### config.mk
export PLATFORM = sky130hd
export DESIGN_NAME = maze_path_player
export DESIGN_NICKNAME = d
export VERILOG_FILES = /design/src/rtl/maze_path_player.sv
export SDC_FILE = /design/constraint.sdc
export NUM_CORES = 1
export LEC_CHECK = 0
export BUFFER_PORTS_ARGS = -buffer_cell sky130_fd_sc_hd__clkbuf_2
export CAP_MARGIN = 0
export CORE_MARGIN = 3
export CORE_UTILIZATION = 35
export DETAILED_ROUTE_END_ITERATION = 6
export HOLD_SLACK_MARGIN = 0.03
export SLEW_MARGIN = 20
export SYNTH_ARGS = -nofsm -noshare
export SYNTH_HDL_FRONTEND = slang
export SYNTH_SLANG_ARGS = --single-unit
export TNS_END_PERCENT = 50
### constraint.sdc
create_clock -name clk -period 2.2 [get_ports clk]
set_clock_uncertainty 0.1 [all_clocks]
set_input_delay 0.33 -clock clk [delete_from_list [all_inputs] [get_ports clk]]
set_output_delay 0.33 -clock clk [all_outputs]
set_load 0.01 [all_outputs]
### src/rtl/maze_path_player.sv
// Replays the maze solver's move stack as a valid/ready stream of 2-bit moves while tracking
// {row,col}. Optional macro MAZE_PLAYER_REVERSE_EN adds top-to-bottom replay with inverted moves.
module maze_path_player #(
  parameter int unsigned           ADDR_WIDTH = 8,
  parameter logic [ADDR_WIDTH-1:0] DEST_ADDR  = {ADDR_WIDTH{1'b1}},
  parameter logic [ADDR_WIDTH-1:0] START_ADDR = '0
) (
  input  logic                  clk,
  input  logic                  rst,
  input  logic                  run,
  input  logic [ADDR_WIDTH:0]   depth,
`ifdef MAZE_PLAYER_REVERSE_EN
  input  logic                  reverse,
`endif
  output logic                  rd_en,
  output logic [ADDR_WIDTH-1:0] rd_addr,
  input  logic [1:0]            rd_data,
  output logic [1:0]            move,
  output logic                  move_valid,
  input  logic                  move_ready,
  output logic [ADDR_WIDTH-1:0] pos,
  output logic                  busy,
  output logic                  done,
  output logic                  fail
);

  localparam int unsigned         HalfW    = ADDR_WIDTH / 2;
  localparam logic [HalfW-1:0]    CoordMax = {HalfW{1'b1}};
  localparam logic [ADDR_WIDTH:0] MaxDepth = {1'b1, {ADDR_WIDTH{1'b0}}};

  typedef enum logic [2:0] {
    StIdle, StFetch, StWait, StPresent, StCheck, StDone, StFail
  } state_e;

  function automatic logic legal_move(input logic [ADDR_WIDTH-1:0] p, input logic [1:0] m);
    logic [HalfW-1:0] row, col;
    row = p[2*HalfW-1:HalfW];
    col = p[HalfW-1:0];
    case (m)
      2'b00:   legal_move = (row != '0);
      2'b01:   legal_move = (col != CoordMax);
      2'b10:   legal_move = (col != '0);
      default: legal_move = (row != CoordMax);
    endcase
  endfunction

  function automatic logic [ADDR_WIDTH-1:0] step_pos(input logic [ADDR_WIDTH-1:0] p,
                                                     input logic [1:0] m);
    logic [HalfW-1:0] row, col;
    row = p[2*HalfW-1:HalfW];
    col = p[HalfW-1:0];
    case (m)
      2'b00:   row = row - 1'b1;
      2'b01:   col = col + 1'b1;
      2'b10:   col = col - 1'b1;
      default: row = row + 1'b1;
    endcase
    step_pos = {row, col};
  endfunction

  state_e                state_q, state_d;
  logic                  rd_en_q, rd_en_d;
  logic [ADDR_WIDTH-1:0] rd_addr_q, rd_addr_d;
  logic [1:0]            move_q, move_d;
  logic                  valid_q, valid_d;
  logic [ADDR_WIDTH-1:0] pos_q, pos_d;
  logic                  busy_q, busy_d;
  logic                  done_q, done_d;
  logic                  fail_q, fail_d;
  logic [ADDR_WIDTH-1:0] idx_q, idx_d;
  logic [ADDR_WIDTH:0]   left_q, left_d;  // moves still to be handed off
  logic                  rev_q, rev_d;
  logic [ADDR_WIDTH:0]   dep_clamp;
  logic [1:0]            mv_in;
  logic                  req_rev;

  always_comb begin
    state_d   = state_q;
    rd_en_d   = 1'b0;
    rd_addr_d = rd_addr_q;
    move_d    = move_q;
    valid_d   = valid_q;
    pos_d     = pos_q;
    busy_d    = busy_q;
    done_d    = done_q;
    fail_d    = fail_q;
    idx_d     = idx_q;
    left_d    = left_q;
    rev_d     = rev_q;
    dep_clamp = (depth > MaxDepth) ? MaxDepth : depth;
    // Reverse replay walks the path backwards, so every move is mirrored (00<->11, 01<->10).
    mv_in     = rev_q ? ~rd_data : rd_data;
`ifdef MAZE_PLAYER_REVERSE_EN
    req_rev   = reverse;
`else
    req_rev   = 1'b0;
`endif

    unique case (state_q)
      StIdle, StDone, StFail: begin
        if (run) begin
          rev_d  = req_rev;
          left_d = dep_clamp;
          idx_d  = req_rev ? ADDR_WIDTH'(dep_clamp - 1'b1) : '0;
          pos_d  = req_rev ? DEST_ADDR : START_ADDR;
          done_d = 1'b0;
          fail_d = 1'b0;
          busy_d = 1'b1;
          if (dep_clamp == '0) begin
            state_d = StCheck;
          end else begin
            state_d   = StFetch;
            rd_en_d   = 1'b1;
            rd_addr_d = idx_d;
          end
        end
      end
      StFetch: state_d = StWait;
      StWait: begin
        move_d = mv_in;
        if (!legal_move(pos_q, mv_in)) begin
          state_d = StFail;
          fail_d  = 1'b1;
          busy_d  = 1'b0;
        end else begin
          state_d = StPresent;
          valid_d = 1'b1;
        end
      end
      StPresent: begin
        if (move_ready) begin
          valid_d = 1'b0;
          pos_d   = step_pos(pos_q, move_q);
          left_d  = left_q - 1'b1;
          idx_d   = rev_q ? idx_q - 1'b1 : idx_q + 1'b1;
          if (left_q == (ADDR_WIDTH+1)'(1)) begin
            state_d = StCheck;
          end else begin
            state_d   = StFetch;
            rd_en_d   = 1'b1;
            rd_addr_d = idx_d;
          end
        end
      end
      StCheck: begin
        busy_d = 1'b0;
        if (pos_q == (rev_q ? START_ADDR : DEST_ADDR)) begin
          state_d = StDone;
          done_d  = 1'b1;
        end else begin
          state_d = StFail;
          fail_d  = 1'b1;
        end
      end
      default: state_d = StIdle;
    endcase
  end

  always_ff @(posedge clk) begin
    if (rst) begin
      state_q   <= StIdle;
      rd_en_q   <= 1'b0;
      rd_addr_q <= '0;
      move_q    <= 2'b00;
      valid_q   <= 1'b0;
      pos_q     <= START_ADDR;
      busy_q    <= 1'b0;
      done_q    <= 1'b0;
      fail_q    <= 1'b0;
      idx_q     <= '0;
      left_q    <= '0;
      rev_q     <= 1'b0;
    end else begin
      state_q   <= state_d;
      rd_en_q   <= rd_en_d;
      rd_addr_q <= rd_addr_d;
      move_q    <= move_d;
      valid_q   <= valid_d;
      pos_q     <= pos_d;
      busy_q    <= busy_d;
      done_q    <= done_d;
      fail_q    <= fail_d;
      idx_q     <= idx_d;
      left_q    <= left_d;
      rev_q     <= rev_d;
    end
  end

  assign rd_en      = rd_en_q;
  assign rd_addr    = rd_addr_q;
  assign move       = move_q;
  assign move_valid = valid_q;
  assign pos        = pos_q;
  assign busy       = busy_q;
  assign done       = done_q;
  assign fail       = fail_q;

endmodule

==> impl_results.md <==
- CP Data Required Time: 2.34 ns
- EDFF count, synth: 0
- Placeable Area: 6907 um^2
- Maximum clock frequency: 490.6 MHz
- Area growth from synthesis to layout: 18.29%
- Layout cell share with drive strength beyond 1: 0.2147
- Worst slew margin: 0.6919
- Half-perimeter wire length after detailed placement: 4783 um
- Sequential-to-total area share from yosys stat: 0.3382
- Number of maximum-capacitance violations: 0
- Source of the worst register-to-register timing path: move[1]$_SDFFE_PP0P_
- Final hold violations: 0
- Deepest clock path buffer count: 2
- Most repeated cell in the gate-level netlist after synthesis: dfxtp_1
- Boundary pin count: 38
- Max H-tree Level: 2
- Power per Cell Area: 1016 nW/um^2
- Clk sinks: 43
- Cell count after placement: 456
- Syn. warnings: 0
- Syn avg cell area: 7.978 um^2
- Initial cell density of the core: 0.3685
- Die W: 91.27 um
- DRC violation count after routing: 0
- Die Height: 91.27 um
- Ratio of final minimum period to clock period: 0.9264
- Max VDD drop: 0.3977 mV
- Worst min-delay path category: primary input to register
- Routed via count divided by cell count: 5.244
- TritonCTS Buffers: 5
- Crit Path Max Fanout: 4
- Initial DRC Count: 103
- Count of standard-cell rows: 30
- Kind of capture point of the worst setup path: register
- Ys flop type: dfxtp_1
- Maximum number of pins on one net before global-route repair: 24
- Number of cells traversed by the worst register-to-register path: 8
- Clock insertion delay at the later pin of the skew report: 0.31 ns
- Sw power: 0.001294 W
- Number of nets in the layout: 395
- First-pass GRT wire length: 10750 um
- Setup TNS: 0 ns
- Routability Congestion: 0.8496
- Area contributors post-synth: dfxtp_1 34%, a21oi_1 7.5%, nor2_1 5.3%, ha_1 4.9%, nand2_1 3.5%
- Internal power of the cells: 0.001766 W
- Worst min-delay path endpoint: move[1]$_SDFFE_PP0P_
- Fill count: 738
- Yosys cell types: 52
- Switching part of the total power: 0.4229
- Cell accounting for the most synthesized area: dfxtp_1
- Share of power burned in combinational logic: 0.502
- Nature of the critical path startpoint: register
- Buffer cell driving the clock tree root: clkbuf_8
- Die ar.: 8330 um^2
- Final Routed Wirelength: 6342 um
- CTS tree: yes
- Clock Pin Slew Worst Setup and Hold Paths: 0.09 ns
- Post-DR wirelength/cell: 13.67 um
- Cell count after synthesis: 319
- Final instance area: 3010 um^2
- Number of global-route vias before repair: 2207
- Post-Synthesis Net Count: 347
- Flop-to-flop setup slack: 0.16 ns
- Placement Cell Area: 2918 um^2
- Static leakage power: 1.197 nW
- Global route total overflow: 0
- Hold path startpoint: rd_data[1]
- Register share of total power: 0.333
- Pins Over Slew Limit: 0
- Tightest hold margin: 0.1951 ns
- Async SR Flop Fraction: 0
- Detailed Routing Iterations Pass 1: 4
- Number of instances on the worst hold path: 3
- Number of antenna violations at the first check in global routing: 0
- Fraction of power consumed by the clock network: 0.165
- Total setup violations reported at the end of the flow: 0
- Via count: 2433
- Critical path class: register to register
- Endpoint of the worst-slack reg-to-reg timing path: pos[7]$_SDFFE_PP0P_
- Synth top cells by count: 43 x dfxtp_1, 38 x a21oi_1, 36 x nor2_1
- Buffers added on ports: 37
- Total global routing track utilization: 0.1576
- Outcome: complete, no violations
- Worst slew pin tran: 0.4586 ns
- Post-synthesis instance area: 2545 um^2
- Total of flip-flops plus latches after synthesis: 43
- Post-synth top area share: 0.3382
- Crit path time final: 2.038 ns
- Post-route antenna net violation count: 0
- Antenna cell count: 0
- Final cell count without fillers: 464
- Arr. time, crit path: 2.18 ns
## placed cells by master (no fill, tap or decap), drive strengths merged, types with 5 or more instances in the layout
| cell | n |
|---|---|
| inv | 18 |
| o21ai | 18 |
| a31oi | 8 |
| nand2 | 24 |
| a21oi | 38 |
| dfxtp | 43 |
| mux2i | 8 |
| buf | 20 |
| or3 | 8 |
| clkbuf | 42 |
| ha | 10 |
| xnor2 | 5 |
| a211oi | 5 |
| nor3 | 10 |
| nand3 | 13 |
| nor2 | 37 |
| a21o | 5 |
## layer usage
layer,vias to the layer above,track usage,share of wire,wire length (um)
met5,-,0,0,0
met4,0,0.03894,0.011,67
met2,54,0.2391,0.43,2753
li1,1244,-,-,-
met3,7,0.04143,0.047,296
met1,1128,0.2220,0.51,3225
## sequential cells by signal (all words and copies together), names as in the netlist
name        cells
state_q         3
rd_addr         8
idx_q           8
fail            1
pos             8
left_q          9
move            2
busy            1
move_valid      1
done            1
rd_en           1
## stage by stage
| step | util | worst slack (ns) | power (W) |
|---|---|---|---|
| floorplan | - | 0.1035 | 0.002103 |
| global placement | 0.4225 | 0.1756 | 0.002533 |
| detailed placement | 0.4225 | 0.07359 | 0.002548 |
| CTS | 0.4346 | 0.05340 | 0.003067 |
| global route | 0.4359 | -0.0009897 | 0.003305 |
| finish | 0.4359 | 0.1618 | 0.003060 |
## worst max-delay path by stage
stage | from | to | slack [ns] | cells past startpoint
after floorplan | move[0]$_SDFFE_PP0P_ | pos[7]$_SDFFE_PP0P_ | 0.10 | 8
after global placement | move[0]$_SDFFE_PP0P_ | pos[7]$_SDFFE_PP0P_ | 0.18 | 8
after detailed placement | move[1]$_SDFFE_PP0P_ | pos[7]$_SDFFE_PP0P_ | 0.07 | 8
after CTS | move[1]$_SDFFE_PP0P_ | pos[7]$_SDFFE_PP0P_ | 0.05 | 8
after global routing | move[1]$_SDFFE_PP0P_ | pos[7]$_SDFFE_PP0P_ | -0.001 | 8
final | move[1]$_SDFFE_PP0P_ | pos[7]$_SDFFE_PP0P_ | 0.16 | 8
## what timing repair did
| action | in CTS | in global routing |
|---|---|---|
| hold buffers | 0 | 0 |
| buffers inserted | 0 | 0 |
| gates resized for setup | 0 | 4 |
| setup endpoints to repair | 0 | 10 |
## layout make-up
cell class	count	area, um^2	area share
Multi-Input combinational cell	242	1540	0.5116
Sequential cell	43	863.3	0.2868
Timing Repair Buffer	57	335.3	0.1114
Tap cell	96	120.1	0.03990
Clock buffer	5	68.82	0.02286
Inverter	18	67.56	0.02244
Clock inverter	3	15.01	0.004988
## worst max-delay path, cell delays in order (launching register included)
cell     delay, ns
dfxtp_1       0.34
inv_1         0.06
ha_2          0.20
ha_1          0.27
a21o_1        0.19
a21oi_2       0.15
mux2i_1       0.10
or4_1         0.40
a31oi_1       0.15
## kinds of logic (layout without fill, tap and decap cells)
| logic type | count (synthesis) | after routing | synth area share |
|---|---|---|---|
| AND/OR/NAND/NOR | 118 | 118 | 0.2267 |
| AO/OA/AOI/OAI | 96 | 96 | 0.2448 |
| flip-flops | 43 | 43 | 0.3383 |
| buffers and inverters | 34 | 83 | 0.05899 |
| adder cells (fa/ha/maj) | 13 | 13 | 0.07276 |
| multiplexers | 8 | 8 | 0.03147 |
| XOR/XNOR | 7 | 7 | 0.02704 |
## power by group through the flow
stage / combinational [W] / sequential (W) / clock [W]
after global routing: 0.00170 / 0.00104 / 0.000565
after floorplan: 0.00110 / 0.000999 / 0
after detailed placement: 0.00151 / 0.00103 / 0
after global placement: 0.00150 / 0.00103 / 0
final: 0.00154 / 0.00102 / 0.000506
after CTS: 0.00153 / 0.00101 / 0.000525
Note: power is estimated with default switching activity, not from simulation.
